==> src/rtl/pr_request_queue.sv <==
// pr_request_queue: merging FIFO of partial-reconfiguration requests in front of the PR/ICAP controller.
// Tracks queued and in-flight slots so decode can stall uses of slots that are still being rewritten.
module pr_request_queue #(
  parameter int DEPTH     = 4,
  parameter int NUM_SLOTS = 16,
  parameter int NUM_OUS   = 8,
  parameter int SLOT_W    = $clog2(NUM_SLOTS),
  parameter int OU_W      = $clog2(NUM_OUS)
) (
  input  logic                       clk,
  input  logic                       rst,
  input  logic                       req_valid,
  input  logic [SLOT_W-1:0]          req_slot,
  input  logic [OU_W-1:0]            req_ou,
  output logic                       req_ready,
  input  logic                       flush,
  output logic                       pr_valid,
  output logic [SLOT_W-1:0]          pr_slot,
  output logic [OU_W-1:0]            pr_ou,
  input  logic                       pr_ready,
  input  logic                       pr_done,
  output logic                       pr_complete,
  output logic [SLOT_W-1:0]          pr_complete_slot,
  output logic [NUM_SLOTS-1:0]       slot_busy,
  output logic [$clog2(DEPTH+1)-1:0] count
);

  localparam int PTR_W = $clog2(DEPTH);
  localparam int CNT_W = $clog2(DEPTH + 1);

  typedef enum logic [1:0] {
    ST_IDLE  = 2'd0,
    ST_ISSUE = 2'd1,
    ST_WAIT  = 2'd2
  } state_e;

  state_e                state_q, state_d;
  logic [SLOT_W-1:0]     slot_q [DEPTH];
  logic [SLOT_W-1:0]     slot_d [DEPTH];
  logic [OU_W-1:0]       ou_q   [DEPTH];
  logic [OU_W-1:0]       ou_d   [DEPTH];
  logic [PTR_W-1:0]      head_q, head_d;
  logic [PTR_W-1:0]      tail_q, tail_d;
  logic [CNT_W-1:0]      count_q, count_d;
  logic                  ip_valid_q, ip_valid_d;
  logic [SLOT_W-1:0]     ip_slot_q, ip_slot_d;
  logic                  cmp_q, cmp_d;
  logic [SLOT_W-1:0]     cmp_slot_q, cmp_slot_d;
  logic [NUM_SLOTS-1:0]  busy_q, busy_d;

  logic [DEPTH-1:0]      hit_vec_s;
  logic                  hit_s;
  logic [PTR_W-1:0]      hit_idx_s;
  logic                  accept_s;
  logic                  push_new_s;
  logic                  handshake_s;

  function automatic logic entry_live(input logic [PTR_W-1:0] idx,
                                      input logic [PTR_W-1:0] hd,
                                      input logic [CNT_W-1:0] cnt);
    logic [PTR_W-1:0] off;
    off = idx - hd;
    return (CNT_W'(off) < cnt);
  endfunction

  function automatic logic [NUM_SLOTS-1:0] slot_onehot(input logic [SLOT_W-1:0] s);
    return NUM_SLOTS'(1) << s;
  endfunction

  // Merge lookup: the head being offered is frozen, so it never takes a merge.
  always_comb begin
    hit_vec_s = '0;
    for (int i = 0; i < DEPTH; i++) begin
      if (entry_live(PTR_W'(i), head_q, count_q) && (slot_q[i] == req_slot) &&
          !((state_q == ST_ISSUE) && (PTR_W'(i) == head_q))) begin
        hit_vec_s[i] = 1'b1;
      end else begin
        hit_vec_s[i] = 1'b0;
      end
    end
  end

  always_comb begin
    hit_idx_s = '0;
    for (int i = DEPTH - 1; i >= 0; i--) begin
      hit_idx_s = hit_vec_s[i] ? PTR_W'(i) : hit_idx_s;
    end
  end

  assign hit_s       = |hit_vec_s;
  assign req_ready   = !rst && !flush && (hit_s || (count_q < CNT_W'(DEPTH)));
  assign accept_s    = req_valid && req_ready;
  assign push_new_s  = accept_s && !hit_s;
  assign handshake_s = (state_q == ST_ISSUE) && pr_ready;

  // Queue contents, pointers, in-progress entry and issue FSM next state.
  always_comb begin
    state_d    = state_q;
    slot_d     = slot_q;
    ou_d       = ou_q;
    head_d     = head_q;
    tail_d     = tail_q;
    count_d    = count_q;
    ip_valid_d = ip_valid_q;
    ip_slot_d  = ip_slot_q;
    cmp_d      = 1'b0;
    cmp_slot_d = cmp_slot_q;

    if (accept_s && hit_s) begin
      ou_d[hit_idx_s] = req_ou;
    end else if (push_new_s) begin
      slot_d[tail_q] = req_slot;
      ou_d[tail_q]   = req_ou;
      tail_d         = tail_q + PTR_W'(1);
    end else begin
      tail_d = tail_q;
    end

    if (handshake_s) begin
      head_d     = head_q + PTR_W'(1);
      ip_valid_d = 1'b1;
      ip_slot_d  = slot_q[head_q];
    end else begin
      head_d = head_q;
    end

    // A refused request means tail_q is already the post-flush tail.
    if (flush) begin
      count_d = '0;
      head_d  = tail_q;
    end else begin
      count_d = count_q + CNT_W'(push_new_s) - CNT_W'(handshake_s);
    end

    case (state_q)
      ST_IDLE: begin
        if ((count_q != '0) && !flush) begin
          state_d = ST_ISSUE;
        end else begin
          state_d = ST_IDLE;
        end
      end
      ST_ISSUE: begin
        if (handshake_s) begin
          state_d = ST_WAIT;
        end else if (flush) begin
          state_d = ST_IDLE;
        end else begin
          state_d = ST_ISSUE;
        end
      end
      ST_WAIT: begin
        if (pr_done) begin
          cmp_d      = 1'b1;
          cmp_slot_d = ip_slot_q;
          ip_valid_d = 1'b0;
          state_d    = ST_IDLE;
        end else begin
          state_d = ST_WAIT;
        end
      end
      default: begin
        state_d = ST_IDLE;
      end
    endcase
  end

  // Busy map reflects the post-edge queue so it lands together with the entry change.
  always_comb begin
    busy_d = '0;
    for (int i = 0; i < DEPTH; i++) begin
      if (entry_live(PTR_W'(i), head_d, count_d)) begin
        busy_d = busy_d | slot_onehot(slot_d[i]);
      end else begin
        busy_d = busy_d;
      end
    end
    if (ip_valid_d) begin
      busy_d = busy_d | slot_onehot(ip_slot_d);
    end else begin
      busy_d = busy_d;
    end
  end

  // State registers; reset drops any in-flight entry silently.
  always_ff @(posedge clk or posedge rst) begin
    if (rst) begin
      state_q    <= ST_IDLE;
      for (int i = 0; i < DEPTH; i++) begin
        slot_q[i] <= '0;
        ou_q[i]   <= '0;
      end
      head_q     <= '0;
      tail_q     <= '0;
      count_q    <= '0;
      ip_valid_q <= 1'b0;
      ip_slot_q  <= '0;
      cmp_q      <= 1'b0;
      cmp_slot_q <= '0;
      busy_q     <= '0;
    end else begin
      state_q    <= state_d;
      for (int i = 0; i < DEPTH; i++) begin
        slot_q[i] <= slot_d[i];
        ou_q[i]   <= ou_d[i];
      end
      head_q     <= head_d;
      tail_q     <= tail_d;
      count_q    <= count_d;
      ip_valid_q <= ip_valid_d;
      ip_slot_q  <= ip_slot_d;
      cmp_q      <= cmp_d;
      cmp_slot_q <= cmp_slot_d;
      busy_q     <= busy_d;
    end
  end

  assign pr_valid         = (state_q == ST_ISSUE);
  assign pr_slot          = pr_valid ? slot_q[head_q] : '0;
  assign pr_ou            = pr_valid ? ou_q[head_q] : '0;
  assign pr_complete      = cmp_q;
  assign pr_complete_slot = cmp_slot_q;
  assign slot_busy        = busy_q;
  assign count            = count_q;

endmodule

==> config.mk <==
export PLATFORM = sky130hd
export DESIGN_NAME = pr_request_queue
export DESIGN_NICKNAME = d
export VERILOG_FILES = /design/src/rtl/pr_request_queue.sv
export SDC_FILE = /design/constraint.sdc
export NUM_CORES = 1
export LEC_CHECK = 0
export ABC_AREA = 1
export BUFFER_PORTS_ARGS = -buffer_cell sky130_fd_sc_hd__buf_4
export CORE_ASPECT_RATIO = 0.8
export CORE_MARGIN = 8
export CORE_UTILIZATION = 60
export DETAILED_ROUTE_END_ITERATION = 10
export GPL_ROUTABILITY_DRIVEN = 0
export PLACE_DENSITY = 0.83
export SLEW_MARGIN = 20
export SYNTH_ARGS = -nofsm -noshare
export SYNTH_HDL_FRONTEND = slang
export SYNTH_SLANG_ARGS = --single-unit
==> constraint.sdc <==
create_clock -name clk -period 4.9 [get_ports clk]
set_input_delay 0.98 -clock clk [delete_from_list [all_inputs] [get_ports clk]]
set_output_delay 0.98 -clock clk [all_outputs]
set_load 0.02 [all_outputs]
Word level (Yosys, flattened, before mapping) --
Index checks and enable logic that the tools add are counted.
Word-level totals: bits of input ports 13, output and inout port bits 33, bits in latches 0, bits in writable memories 0, logic and storage cells 149, bits in registers 63, memories kept 0, memory bits (read-only) 0
Cells by class: shift-type cells 5, equality and inequality tests 9, multipliers 0, muxes and demuxes 48, order comparisons 14, bitwise gates (word level) 8, $add $sub $neg 12, reductions and logical operators 36, divide/modulo/power cells 0
Operators by type and width (number):
- $mux 16 | 7
- $shl 1x4->16 const A | 5
- $or 16x16->16 | 4
- $bwmux 12 | 2
- $lt 2x3->1 | 8
- $mux 12 | 2
- $logic_and 1x1->1 | 21
- $mux 4 | 5
- $mux 3 | 6
- $bwmux 16 | 1
- $eq 4x4->1 | 4
- $mux 2 | 8
- $demux 3 s2 | 2
- $mux 1 | 11
- $ge 3x3->1 const B | 3
- $not 2->3 | 3
- $bmux 4 s2 | 1
- $demux 4 s2 | 1
- $sub 1x2->2 const A | 4
- $sub 2x2->2 const A | 4
- $logic_not 1->1 | 7
- $bmux 3 s2 | 1
- $lt 3x1->1 const B | 2
- $pmux 2 s3 | 1
- 15 further kinds | 19

Logic depth before layout (Yosys ltp) --
Gate-level depths: netlist of run 1.
word-level depth 23, mapped depth 34, depth with buffers taken out 31

Worst setup path before layout of run 1 --
OpenSTA, ideal clock, no wires.
path kind register -> register, start point reg head_q[1], end point reg busy_q[0] (netlist: slot_busy[0]), library setup time 0.125 ns, required time 4.775 ns, period minus slack after synthesis 4.434 ns, data arrival time 4.309 ns, path buffers 2, setup slack 0.466 ns, stages on the path, launching flop included 32, path through dfrtp_1 > buf_2 > clkinv_1 > ha_1 > inv_1 > ha_1 > inv_1 > nor2_1 > nand2_1 > nand2_1 > nor2_1 > nand2_2 > nand2_2 > nor2_4 > nand4_4 > buf_6 > ha_1 > inv_1 > ha_1 > inv_1 > fa_1 > nor2_1 > inv_1 > ha_1 > inv_1 > nand2_1 > a21oi_1 > inv_1 > nand2_1 > nor2_1 > nor2_1 > nand3_1
Between the ends: longest elaborated chain between the ends 23, elaborated cells between the ends (all ways) 74, those cells by class add/sub (11); order compare (8); eq/ne (3); shift (5); mux (18); bitwise (5); reduce/logical (24)
RTL lines:
- from (decl) | RTL line 42 | logic [PTR_W-1:0] head_q, head_d;
- from (signal assigned) | RTL line 193 | head_q <= '0;
- from (signal assigned) | RTL line 207 | head_q <= head_d;
- $sub 1x2->2 (tied with other cells) | RTL line 62 | off = idx - hd;
- $lt 2x3->1 / $logic_and 1x1->1 (equally long branches) | RTL line 63, 75
- $logic_and 1x1->1 / $logic_not 1->1 (equally long branches) | RTL line 74, 75
- $logic_and 1x1->1 | RTL line 74 | if (entry_live(PTR_W'(i), head_q, count_q) && (slot_q[i] == req_slot) &&
- $mux 1 | RTL line 74
- $reduce_or 4->1 (*) | RTL line 90 | assign hit_s = |hit_vec_s;
- $logic_or 1x1->1 | RTL line 91 | assign req_ready = !rst && !flush && (hit_s || (count_q < CNT_W'(DEPTH)));
- $logic_and 1x1->1 | RTL line 91
- [5 not listed]
- named net count_d[1] | RTL line 44 | logic [CNT_W-1:0] count_q, count_d;
- [3 not listed]
- $mux 16 | RTL line 172 | if (entry_live(PTR_W'(i), head_d, count_d)) begin
- $or 16x16->16 | RTL line 173 | busy_d = busy_d | slot_onehot(slot_d[i]);
- $mux 16 | RTL line 172
- $or 16x16->16 | RTL line 173
- $mux 16 (*) | RTL line 172
- $or 16x16->16 | RTL line 179 | busy_d = busy_d | slot_onehot(ip_slot_d);
- $mux 16 (*) | RTL line 178 | if (ip_valid_d) begin
- named net busy_d[0] | RTL line 49 | logic [NUM_SLOTS-1:0] busy_q, busy_d;
- to (signal assigned) | RTL line 214 | busy_q <= busy_d;
- to (decl) | RTL line 49
The timed path passes the listed nets; every way through them passes the cells marked *. The select of a mux whose other input is x is not followed. A chain may end at the register's enable or synchronous reset.

Worst setup path after layout of run 1 --
start point reg head_q[0], end point reg busy_q[2] (netlist: slot_busy[2])
The elaborated chain is that of the path after synthesis.

==> flow_metrics.tcl, run 1 <==
set metrics [dict create \
    wl_met3_microns 1510 \
    synth_top_family_by_area "simple AND/OR/NAND/NOR gates" \
    die_area_sq_um 10700 \
    postRouteAntennaNets 0 \
    hold_viol 0 \
    die_y_microns 94.3 \
    synth.most_common_cell "nor2_1" \
    ys.flop_type "dfrtp_1" \
    register_area_sq_um 1580 \
    fin_hold_ws_ns 0.475 \
    r2r_setup_slack_ns 0.41 \
    tightest_slew_ns 0.919 \
    rows 28 \
    critPathRequiredTime_ns 5.12 \
    postCtsHoldBufs 0 \
    critPathMaxStageDelay_ns 0.41 \
    yosysSeqAreaShare_pct 34.3 \
    peakVddDrop_v 0.000478 \
    clock_tree.root_cell "clkbuf_8" \
    grt_max_degree 64 \
    avgSynthCellArea_sq_um 6.81 \
    grt_pass1_wl_microns 20900 \
    worstReg2RegStart "head_q[0]$_DFF_PP0_" \
    cts_buffers 9 \
    status "complete, no violations" \
    ys_seq_elements 63 \
    htree_levels 3 \
    synthesis.area_sq_um 4600 \
    synth-compound-area-share_pct 11.3 \
    cp-end-kind "flop" \
    synth.area.mux_share_pct 0 \
    cts_tree "done" \
    multi_input_area_sq_um 2520 \
    diodes 0 \
    die_w_microns 114 \
    synth_common_cells "nor2_1, nand2_1, inv_1" \
    hold_path.class "reg -> reg" \
    p_total_uw 3610 \
    post_cts_buffers 0 \
    synth_cell_types 34 \
    period_share_pct 91.6 \
    area_delta_synth_final_pct 12.5 \
    numClockSinks 63 \
    wl_met1_microns 5310 \
    first_global_vias 4248 \
    critPathKind "reg -> reg" \
    skew_ns 0.0107 \
    critPathMaxFanout 17 \
    post_drt_wl_per_cell_microns 15.3 \
    port_buffers 45 \
    via_per_inst 5.40 \
    clkTransAtPathRegs_ns 0.08 \
    slew_viol_final 0 \
    core_sq_um 7430 \
    vias 4489 \
    detailedPlacementHpwl_microns 9680 \
    rsz0062_at_grt "no" \
    holdPathStages 2 \
    io_pins 46 \
    grt_overflow 0 \
    fmax_mhz 223 \
    drt_pass1_iterations 5 \
    min-delay-start "ip_slot_q[0]$_DFF_PP0_" \
    finalSetupViolCount 0 \
    synth_fp_nets 708 \
    reg2reg_depth 28 \
    synth_fa_ha_area_share_pct 5.33 \
    max_cap_violations 0 \
    drc_errors 0 \
    syn_inst 676 \
    start_util_pct 62.0 \
    drt_iter0_markers 444 \
    synth_warnings 0 \
    synthSimpleGateAreaFrac_pct 35.6 \
    synth_area_leader_cell "dfrtp_1" \
    relSlewSlack_pct 38.2 \
    post_cts_resized 0 \
    crit_top_cell "inv_1" \
    ys_top_cells_by_area "dfrtp_1, nor2_1, nand2_1" \
    synth_top_cell_area_share_pct 34.3 \
    r2r-end "slot_busy[2]$_DFF_PP0_" \
    crit_path_start_kind "flop" \
    setup_tns_ns 0 \
    synth-xor-area-share_pct 2.66 \
    slowest_stage "fa_1" \
    p_per_area_nw_per_um2 697 \
    cts_buffer_depth 2 \
    insertion_delay_ns 0.35 \
    antenna_found_initial 0 \
    fin_crit_ns 4.49 \
    wl_met2_microns 5680 \
    worstPathArrival_ns 4.70 \
    ys_async_sr_fraction_pct 100 \
    synth_edf_count 0 \
    drive_above_1_share_pct 17.8 \
    top_layer "met4" \
    p_leak_uw 0.00275 \
    fill_cells 645 \
    min_to "pr_complete_slot[0]$_DFFE_PP0P_" \
    track_usage_pct 24.6 \
    fin_nets 753 \
    postRouteWirelength_microns 12700 \
]
[where the power goes]
group / switching, uW / total [uW] / internal, uW
logic: 1560 / 2300 / 734
clock network: 225 / 409 / 184
registers: 156 / 899 / 743
total: 1950 / 3610 / 1660
[area by class of cell]
type | instances | share of cell area [%]
Clock buffer | 9 | 2.39
Clock inverter | 7 | 0.942
Inverter | 103 | 7.56
Multi-Input combinational cell | 493 | 48.7
Sequential cell | 63 | 30.4
Tap cell | 105 | 2.54
Timing Repair Buffer | 51 | 7.39
[cell families after synthesis]
family / after synthesis
AND/OR/NAND/NOR: 369
buffers and inverters: 120
adder cells (fa/ha/maj): 19
AO/OA/AOI/OAI: 91
flip-flops: 63
XOR/XNOR: 14
[layout by cell type, fill, tap and decap left out, types with 9 or more instances in the layout]
| cell type | netlist | final |
|---|---|---|
| nor2_1 | 135 | 135 |
| nand2_1 | 134 | 134 |
| inv_1 | 86 | 85 |
| dfrtp_1 | 63 | 63 |
| nand3_1 | 60 | 60 |
| buf_4 | 3 | 51 |
| a21oi_1 | 35 | 35 |
| o21ai_0 | 31 | 31 |
| ha_1 | 18 | 18 |
| inv_2 | 13 | 14 |
| nand2_2 | 13 | 13 |
| nor2_2 | 9 | 9 |
| o21ai_2 | 9 | 9 |
| clkbuf_8 | 0 | 9 |
[per-layer routing]
layer | vias to the layer above | global-route usage, %
met4 | 0 | 7.18
met1 | 2057 | 32.3
li1 | 2193 | -
met3 | 23 | 7.53
met5 | - | 0
met2 | 216 | 38.5
[worst max path at each step]
stage                   startpoint                       to  cells past startpoint
2_1_floorplan  head_q[1]$_DFF_PP0_   slot_busy[0]$_DFF_PP0_                     31
3_3_place_gp           req_slot[2]  slot_busy[14]$_DFF_PP0_                     24
3_5_place_dp           req_slot[2]   slot_busy[2]$_DFF_PP0_                     25
4_1_cts        head_q[0]$_DFF_PP0_   slot_busy[2]$_DFF_PP0_                     28
5_1_grt        head_q[0]$_DFF_PP0_   slot_busy[2]$_DFF_PP0_                     29
6_report       head_q[0]$_DFF_PP0_   slot_busy[2]$_DFF_PP0_                     28
[registers in the layout (all words and copies together), names as in the netlist]
signal,flops
slot_busy,16
slot_q,16
ou_q,12
ip_slot_q,4
pr_complete_slot,4
count,3
head_q,2
state_q,2
tail_q,2
ip_valid_q,1
pr_complete,1
[metrics by stage]
stage	setup slack, ns	area (sq um)	instances	util, %
6_report	0.412	5180	831	69.7
5_1_grt	0.0807	5180	831	69.7
4_1_cts	0.496	5180	831	69.7
3_5_place_dp	0.502	5000	815	67.4
3_3_place_gp	0.636	5000	815	67.4
2_1_floorplan	0.466	4600	676	-
[critical path, delay by kind of cell (launching register included)]
| kind | cells | cell delay [ns] |
|---|---|---|
| buf+inv | 7 | 0.52 |
| fa+ha+maj | 6 | 1.76 |
| simple gates | 14 | 1.49 |
| flops | 1 | 0.39 |
| compound gates | 1 | 0.15 |
No activity file was read; power rests on OpenSTA's default activity.
==> inputs of run 2 (changes only) <==
- ABC_AREA: 1 -> default
- CELL_PAD_IN_SITES_DETAIL_PLACEMENT: default -> 1
- CELL_PAD_IN_SITES_GLOBAL_PLACEMENT: default -> 1
- CORE_UTILIZATION: 60 -> 46
==> run 2 against run 1 <==
The flow now finishes with violations (setup timing). Critical path depth down 8. Via count is 23% higher. First-iteration DRC count is 70% higher. Sequential share of layout area shrank 5.7 points. Largest cell class unchanged. Highest routed layer unchanged.
==> flow_metrics.tcl, run 2 <==
set metrics [dict create \
    status "finished, violations left" \
    violations "setup timing" \
    ys_top_cells_by_area "dfrtp_1, nand2_1, mux2_2" \
    numClockSinks 63 \
    drt_pass1_iterations 5 \
    p_per_area_nw_per_um2 778 \
    critPathTopFamily "simple AND/OR/NAND/NOR gates" \
    fin_nets 694 \
    layout_common_cells "buf_4, nand2_1, dfrtp_1" \
    skew_ns 0.0128 \
    fill_cells 1257 \
    htree_levels 3 \
    cp-end-kind "flop" \
    p_leak_uw 0.00278 \
    synth_edf_count 0 \
    crit_cells 20 \
    via_per_inst 6.82 \
    worstPathArrival_ns 5.16 \
    setup.worst_path.start "req_slot[3]" \
    die_area_sq_um 14500 \
    grt_use_met1_pct 37.3 \
    synth.most_common_cell "nand2_1" \
    cts_buffer_depth 2 \
    setup_ws_ns -0.0490 \
    tightest_slew_ns 1.04 \
    grt_busiest_layer "met2" \
    met2_usage_pct 47.0 \
    hold_viol 0 \
    layout_commonest_cell "buf_4" \
    synthesis.area_sq_um 5010 \
    syn_inst 580 \
    cts_buffers 9 \
    period_share_pct 101 \
    fmax_mhz 202 \
    critPathMaxFanout 5 \
    detailedPlacementHpwl_microns 14900 \
    critPathKind "in -> reg" \
    relSlewSlack_pct 30.6 \
    post_drt_wl_per_cell_microns 27.0 \
    postCtsHoldBufs 0 \
    drt_iter0_markers 756 \
    rsz0062_at_grt "yes" \
    yosysSeqAreaShare_pct 31.5 \
    fin_hold_ws_ns 0.512 \
    setup_tns_ns -0.0494 \
    ys.flop_type "dfrtp_1" \
    clock_tree.root_cell "clkbuf_16" \
    critPathMaxStageDelay_ns 0.50 \
    use_met3_pct 7.72 \
    r2r_setup_slack_ns -0.04 \
    finalSetupViolCount 2 \
    crit_chain "buf_4 -> xor2_1 -> a2111o_1 -> a2111oi_4 -> nand4bb_4 -> nor2_4 -> inv_2 -> ha_1 -> inv_1 -> ha_1 -> inv_1 -> fa_1 -> or2_4 -> ha_4 -> nand2b_4 -> o311ai_4 -> nand2b_1 -> nor3_1 -> a221o_1 -> or4_1" \
    track_usage_pct 29.1 \
    die_w_microns 133 \
    slew_viol_final 0 \
    diodes 0 \
    die_y_microns 109 \
    grt_pass1_wl_microns 32500 \
    peakVddDrop_v 0.000354 \
    rows 34 \
    postRouteAntennaNets 0 \
    ys_seq_elements 63 \
    core_sq_um 10800 \
    r2r-end "slot_busy[0]$_DFF_PP0_" \
    grt_overflow 0 \
    crit_path_start_kind "primary input" \
    drive_above_1_share_pct 30.9 \
    max_cap_violations 0 \
    synth_warnings 0 \
    fin_crit_ns 4.95 \
    p_total_uw 4950 \
    synth_fp_nets 612 \
    reg2reg_depth 22 \
    area_delta_synth_final_pct 27.0 \
    avgSynthCellArea_sq_um 8.64 \
    hold_path.class "reg -> reg" \
    grt_max_degree 45 \
    drc_errors 0 \
    pre_cts_ws_ns -0.387 \
    dpl_cell_area_sq_um 5880 \
    insertion_delay_ns 0.34 \
    first_global_vias 5563 \
    port_buffers 45 \
    start_util_pct 46.6 \
    final_area_sq_um 6360 \
    critPathRequiredTime_ns 5.11 \
    vias 5529 \
    clkTransAtPathRegs_ns 0.06 \
    antenna_found_initial 0 \
    synth_top_cell_area_share_pct 31.5 \
    synth_common_cells "nand2_1, dfrtp_1, nor2_1" \
    worst-path-buf-inv 4 \
    ys_async_sr_fraction_pct 100 \
    synth_cell_types 73 \
    cts_tree "done" \
    endpoint "slot_busy[0]$_DFF_PP0_" \
    io_pins 46 \
    worstReg2RegStart "head_q[0]$_DFF_PP0_" \
    synth_area_leader_cell "dfrtp_1" \
    postRouteWirelength_microns 21900 \
    slowest_stage "or4_1" \
]
[run 2: cell types whose count changed in the layout (fill, tap and decap cells not counted), sizes merged, moves of 9 or more]
cell	delta
nor2	-114
or4	+13
nand3b	+9
o21ai	-37
nand2b	+22
nor2b	+12
nor3	+17
nand4	+12
buf	+63
nor3b	+9
inv	-76
nand3	-40
mux2	+25
nand2	-67
[run 2: how the worst min path moves through the flow]
stage                                    start                    to  cells after the start
after CTS                  ou_q[7]$_DFFE_PP0P_   ou_q[7]$_DFFE_PP0P_                      1
after global placement     ou_q[4]$_DFFE_PP0P_   ou_q[4]$_DFFE_PP0P_                      1
after global routing       ou_q[4]$_DFFE_PP0P_   ou_q[4]$_DFFE_PP0P_                      1
final                      ou_q[7]$_DFFE_PP0P_   ou_q[7]$_DFFE_PP0P_                      1
after detailed placement  ou_q[10]$_DFFE_PP0P_  ou_q[10]$_DFFE_PP0P_                      1
after floorplan            ou_q[3]$_DFFE_PP0P_   ou_q[3]$_DFFE_PP0P_                      1
[run 2: where the power goes]
group | internal (uW) | switching [uW]
sequential | 741 | 187
clock | 511 | 258
combinational | 1350 | 1900
total | 2600 | 2350
[run 2: repair_timing]
action                                  CTS  global route
resized for setup                         5            15
hold endpoints to repair                  0             0
buffers inserted                          2             4
endpoints found under the setup margin   16            16
pin swaps                                 1             7
[run 2: area by class of cell]
cell class	count	area (sq um)	area share [%]
clock inverter	5	105	1.65
tap	144	180	2.83
timing repair buffer	114	888	14.0
clock buffer	11	243	3.81
sequential	63	1580	24.8
inverter	27	103	1.61
multi-input combinational	447	3270	51.4
[run 2: kinds of logic (layout without fill, tap and decap cells)]
group,count (synthesis),count (layout),synth area share (%)
adders and majority gates,19,19,4.89
AOI/OAI and AO/OA,87,87,12.3
buffers and inverters,70,157,6.89
xor gates and xnor gates,22,22,3.85
and+or+nand+nor,282,282,30.8
DFF,63,63,31.5
muxes,37,37,9.76
[run 2: routing by layer]
| layer | vias up | routed length (microns) |
|---|---|---|
| met5 | - | 0 |
| met4 | 0 | 974 |
| met3 | 114 | 2600 |
| met2 | 444 | 9820 |
| met1 | 2729 | 8510 |
| li1 | 2242 | - |
[run 2: per-stage QoR]
step,instances,utilization (%)
finish,811,59.1
detailed placement,789,54.6
floorplan,580,-
global route,811,59.1
CTS,807,58.2
global placement,789,54.6
